File: src/rtl/fifo_write_arbiter.sv
// rtl/fifo_write_arbiter.sv - round-robin burst arbiter for the shared FIFO write port
// Optional: FIFO_ARB_STATS_EN adds per-requester saturating WordCount outputs.
module fifo_write_arbiter #(
    parameter int N     = 2,
    parameter int WIDTH = 9,
    parameter int BURST = 4
) (
    input  logic                 Clock,
    input  logic                 Reset,
    input  logic [N-1:0]         Req,
    input  logic [N*WIDTH-1:0]   DataIn,
    output logic [N-1:0]         Ack,
    output logic [N-1:0]         Grant,
    output logic [WIDTH-1:0]     FifoData,
    output logic                 FifoWrite_n,
    input  logic                 FifoFull,
    output logic                 Busy
`ifdef FIFO_ARB_STATS_EN
    ,
    output logic [N*8-1:0]       WordCount
`endif
);

    localparam int IdxW = (N > 1) ? $clog2(N) : 1;
    localparam int CntW = $clog2(BURST + 1);

    localparam logic IDLE  = 1'b0;
    localparam logic BURST_ST = 1'b1;

    logic            state;
    logic [IdxW-1:0] w;
    logic [IdxW-1:0] lastW;
    logic [CntW-1:0] Cnt;
    logic [IdxW-1:0] winner;
    logic            inBurst;
    logic            we;

    // Rotating priority: first set request strictly after the previous winner.
    always_comb begin
        int s;
        logic found;
        logic [IdxW-1:0] cand;
        winner = '0;
        found  = 1'b0;
        s      = 0;
        cand   = '0;
        for (int k = 1; k <= N; k++) begin
            s = int'(lastW) + k;
            if (s >= N) s = s - N;
            cand = IdxW'(s);
            if (!found && Req[cand]) begin
                found  = 1'b1;
                winner = cand;
            end
        end
    end

    // Outputs are gated by Reset so nothing reaches the FIFO during a reset cycle.
    assign inBurst     = (state == BURST_ST) && !Reset;
    assign we          = inBurst && Req[w] && !FifoFull && (Cnt < CntW'(BURST));
    assign FifoWrite_n = ~we;
    assign Busy        = inBurst;
    assign FifoData    = inBurst ? DataIn[w*WIDTH +: WIDTH] : '0;

    always_comb begin
        Ack    = '0;
        Ack[w] = we;
    end

    always_ff @(posedge Clock) begin
        if (Reset) begin
            state <= IDLE;
            Grant <= '0;
            Cnt   <= '0;
            lastW <= IdxW'(N - 1);
            w     <= '0;
        end else begin
            case (state)
                IDLE: begin
                    if (|Req) begin
                        state <= BURST_ST;
                        w     <= winner;
                        Grant <= {{(N-1){1'b0}}, 1'b1} << winner;
                        Cnt   <= '0;
                    end
                end
                BURST_ST: begin
                    if ((we && Cnt == CntW'(BURST - 1)) || !Req[w]) begin
                        state <= IDLE;
                        Grant <= '0;
                        lastW <= w;
                        Cnt   <= '0;
                    end else if (we) begin
                        Cnt <= Cnt + 1'b1;
                    end
                end
                default: state <= IDLE;
            endcase
        end
    end

`ifdef FIFO_ARB_STATS_EN
    for (genvar i = 0; i < N; i++) begin : g_stats
        logic [7:0] words;
        always_ff @(posedge Clock) begin
            if (Reset) begin
                words <= '0;
            end else if (Ack[i] && words != 8'hFF) begin
                words <= words + 8'd1;
            end
        end
        assign WordCount[i*8 +: 8] = words;
    end
`endif

endmodule

File: config.mk
export PLATFORM = sky130hd
export DESIGN_NAME = fifo_write_arbiter
export DESIGN_NICKNAME = d
export VERILOG_FILES = /design/src/rtl/fifo_write_arbiter.sv
export SDC_FILE = /design/constraint.sdc
export NUM_CORES = 1
export LEC_CHECK = 0
export BUFFER_PORTS_ARGS = -buffer_cell sky130_fd_sc_hd__buf_2
export CAP_MARGIN = 20
export CELL_PAD_IN_SITES_DETAIL_PLACEMENT = 2
export CELL_PAD_IN_SITES_GLOBAL_PLACEMENT = 2
export CORE_ASPECT_RATIO = 0.8
export CORE_MARGIN = 2
export CORE_UTILIZATION = 23
export DETAILED_ROUTE_END_ITERATION = 16
export PLACE_DENSITY = 0.92
export SYNTH_ARGS = -nofsm -noshare
export SYNTH_HDL_FRONTEND = slang
export SYNTH_SLANG_ARGS = --single-unit
export TNS_END_PERCENT = 1
File: constraint.sdc
create_clock -name Clock -period 2.2 [get_ports Clock]
set_input_delay 0.44 -clock Clock [delete_from_list [all_inputs] [get_ports Clock]]
set_output_delay 0.44 -clock Clock [all_outputs]
set_load 0.01 [all_outputs]
# Yosys cells after proc, flatten, opt, wreduce, memory -nomap -nowiden
# Cells that the tools add are included.
dict set report op_classes {
  n_addsub 5
  mul 1
  magnitude_cmp 7
  n_eq_ne 4
  n_shift 2
  muxes 24
  n_bitwise 3
  n_reduce_logical 17
}
# operator n
set op_table {}
lappend op_table {{18-bit by 6-bit variable part select with 9-bit output} 1}
lappend op_table {{1-bit two-way mux} 14}
lappend op_table {{3-bit two-way mux} 3}
lappend op_table {{9-bit two-way mux} 1}
lappend op_table {{2-bit AND reduction} 4}
lappend op_table {{1-bit logical AND} 7}
lappend op_table {{1-bit by 2-bit < comparator with 1-bit output, second input constant} 3}
lappend op_table {{3-bit case mux with 2 select lines} 1}
lappend op_table {{1-bit by 4-bit multiplier with 5-bit output, second input constant} 1}
lappend op_table {{1-bit zero test} 4}
lappend op_table {{2-bit two-way mux} 2}
lappend op_table {{2-bit case mux with 2 select lines} 1}
lappend op_table {{1-bit by 2-bit adder with 3-bit output, second input constant} 1}
lappend op_table {{3-bit by 1-bit adder with 3-bit output, second input constant} 1}
lappend op_table {{3-bit by 2-bit == test with 1-bit output, second input constant} 1}
lappend op_table {{3-bit by 2-bit greater-or-equal comparator with 1-bit output, second input constant} 1}
lappend op_table {{3-bit < comparator, second input constant} 1}
lappend op_table {{3-bit by 1-bit != test with 1-bit output, second input constant} 1}
lappend op_table {{1-bit by 1-bit adder with 2-bit output, second input constant} 1}
lappend op_table {{2-bit AND} 1}
lappend op_table {{2-bit greater-or-equal comparator, second input constant} 1}
lappend op_table {{2-bit by 1-bit != test with 1-bit output, second input constant} 1}
lappend op_table {{2-bit != test, second input constant} 1}
lappend op_table {{1-bit inverter} 2}
lappend op_table {{other kinds (7)} 8}
dict set report totals {
  register_bits 8
  inputBits 23
  output_inout_bits 15
  elab_cells 68
}

# Depth between registers and ports, before layout
dict set report depth {
  depth_word 12
  mapped_depth 5
  depth_no_buf 5
}

# Worst setup path after synthesis
# No wires, ideal clock.
dict set report synth_timing {
  path_kind {input to output}
  startpoint {in FifoFull}
  endpoint {out Ack[0]}
  t_arrival_ns 1.318
  t_required_ns 1.760
  path_slack_ns 0.442
  path_stages 2
  path_buffers 0
  path_cell_list {or4b_4 -> nor3b_1}
}
dict set report synth_via {
  elab_chain_len 4
}
# element line
set synth_rtl {}
lappend synth_rtl {{start: declaration} 16} ;# input logic FifoFull,
lappend synth_rtl {{1-bit zero test} 60} ;# assign we = inBurst && Req[w] && !FifoFull && (Cnt < CntW'(BURST));
lappend synth_rtl {{1-bit logical AND (2 in series)} 60}
lappend synth_rtl {{2-bit AND (no line)} n/a}
lappend synth_rtl {{end: declaration} 12} ;# output logic [N-1:0] Ack,
# No other way between the ends.

# Worst setup path in the final report
dict set report layout_timing {
  startpoint {reg state}
  endpoint {out Ack[0]}
}
dict set report layout_via {
  elab_chain_len 5
}
# element line
set layout_rtl {}
lappend layout_rtl {{start: declaration} 30} ;# logic state;
lappend layout_rtl {{start signal: assignment} 72} ;# state <= IDLE;
lappend layout_rtl {{start signal: assignment} 81} ;# state <= BURST_ST;
lappend layout_rtl {{start signal: assignment} 89} ;# state <= IDLE;
lappend layout_rtl {{1-bit logical AND} 59} ;# assign inBurst = (state == BURST_ST) && !Reset;
lappend layout_rtl {{1-bit logical AND (3 in series)} 60}
lappend layout_rtl {{2-bit AND (no line)} n/a}
# No other way between the ends.

==> flow_summary.yaml <==
final_layout:
  mostFrequentLayoutCell: "buf_2"
  fin_cells: 145
  diodes: 0
  syn2layout_area_growth_pct: 38.51
  layout.nets: 136
  fillerInstances: 301
  layout_common_cells: "37 x buf_2, 10 x mux2i_1, 10 x nor2_1"
  drive_above_1_share_pct: 43.12
setup_path:
  start_kind: "flop"
  cpMaxStageDelayCell: "or4b_4"
  crit_path_max_incr_delay_ns: 0.54
  path_class: "flop to output port"
  worstPathArrival_ns: 1.62
  critPathRequiredTime_ns: 1.76
  worstPathCellList: "or4b_4 -> nor3b_1 -> buf_2"
  endpoint_kind: "output port"
  worstPathMaxFanout: 10
floorplan:
  ioPinCount: 38
  die_x_um: 61.31
  coreArea_mm2: 0.002462
  fp.dieH_um: 49.85
  std_cell_rows: 16
  initial_core_util_pct: 24.54
  dieArea_mm2: 0.003056
route:
  vias: 678
  viasPerCell: 4.676
  initialDrtViolationCount: 2
  drc: 0
  wl_mm: 2.243
  routedWlPerCell_um: 15.47
  dr.pass1.iters: 4
  final_antenna_net_count: 0
synthesis:
  ys_async_sr_fraction_pct: 0
  yosysWarnings: 0
  syn_nets: 97
  ys_ff_latch: 8
  ys_seq_area_share_pct: 26.50
  syn_area_um2: 604.3
  ys_types: 30
  synth_edf_count: 0
  syn_area_per_cell_um2: 8.393
  synth_flop_cell: "dfxtp_1"
  synthCells: 72
clock_network:
  clock-root-buffer: "clkbuf_4"
  worstSkewPairLatency_ns: 0.26
  cts_setup_buffers: 0
  cts_hold_buf: 0
  cts_tree: "yes"
  cts_buffers: 3
  htreeDepth: 1
  clock-sinks: 8
  post_cts_resized: 0
  path_clk_slew_ns: 0.06
  cts.path.max_buffers: 2
power:
  peakVddDrop_v: 0.0002511
  p_per_area_mw_per_mm2: 449.5
  power.leakage_nw: 0.3841
timing:
  holdWs_ns: 0.4430
  slew_headroom_pct: 66.74
  slew_viol_final: 0
  max_freq_mhz: 484.4
  final_hold_viol_count: 0
  final.setup.tns_ns: 0
  skew_ns: 0.006502
  rsz0062_at_grt: "false"
  fin_crit_sh_pct: 93.84
  layout_min_cycle_time_ns: 2.065
  tightest_slew_ns: 0.4850
  worst_slack_ns: 0.1354
  setup_viol: 0
placement:
  dp.cells: 142
  dp_slack_ns: 0.2728
  dp_hpwl_mm: 1.843
  numPortBuffers: 37
  finalWeightedCongestion: 0.7764
global_routing:
  antenna_found_initial: 0
  grt_max_degree: 15
  grt_pass1_vias: 764
  grt_usage_pct: 16.73
  grt_pass1_wl_mm: 3.712
  grt-ovfl-total: 0
worst_hold_path:
  min_path_type: "input pin to flop"
status:
  status: "completed"
run:
  maxCapViolCount: 0
-- sequential cells by signal (all words and copies together) (netlist names) --
signal / count
Cnt: 3
Grant: 2
lastW: 1
state: 1
w: 1
-- synth_stat cells (2+ instances only) --
master / number / area, um2
inv_1: 2 / 7.510
nand2_1: 9 / 33.78
mux2i_1: 10 / 100.1
ha_1: 2 / 25.02
nand2b_1: 4 / 25.02
or2b_1: 2 / 15.01
a21oi_1: 3 / 15.01
dfxtp_1: 8 / 160.2
o22ai_1: 2 / 12.51
nor2_1: 10 / 37.54
-- cell type report --
type	instances	area [um2]	area share [%]
clock buffers	3	22.52	2.691
inverters	3	11.26	1.345
multi-input cells	57	405.4	48.43
flip-flops and latches	8	160.2	19.13
well taps	36	45.04	5.381
repair buffers	38	192.7	23.02
-- metal layers --
metal	routed length (um)	global-route usage [%]
met5	0	0
met4	25	3.986
met3	28	3.412
met2	1236	29.08
met1	952	20.64
-- power by group --
| part | total (mW) | internal, mW | switching [mW] |
|---|---|---|---|
| Sequential | 0.158 | 0.152 | 0.00578 |
| Clock | 0.115 | 0.0626 | 0.0524 |
| Combinational | 0.104 | 0.0495 | 0.0541 |
-- kinds of logic after synthesis --
logic type	after synthesis	synth area share (%)
AND/OR/NAND/NOR	35	33.33
AO/OA/AOI/OAI	10	13.04
flip-flops	8	26.50
multiplexers	10	16.56
adder cells (fa/ha/maj)	2	4.140
buffers and inverters	7	6.417
-- critical path, delay by kind of cell (launching register included) --
kind / cells / cell delay, ns
AND/OR/NAND/NOR: 2 / 0.75
flip-flops: 1 / 0.47
buffers and inverters: 1 / 0.16
-- path summary, 6_finish.rpt --
check | from | to | cells past startpoint | slack (ns)
worst max-delay path | state | Ack[0] | 3 | 0.14
worst min-delay path | Reset | w | 2 | 0.44
worst max register to register | Cnt[0] | Grant[0] | 5 | 0.48
worst min register to register | Grant[1] | Grant[1] | 2 | 0.48
-- metrics by stage --
step	power (mW)	cell area (um2)	utilization (%)
after detailed placement	0.2646	814.5	33.08
final	0.3762	837.1	33.99
after global placement	0.2583	814.5	33.08
after global routing	0.4028	837.1	33.99
after floorplan	0.2208	604.3	-
after CTS	0.3835	837.1	33.99
Note: power is estimated with default switching activity, not from simulation.
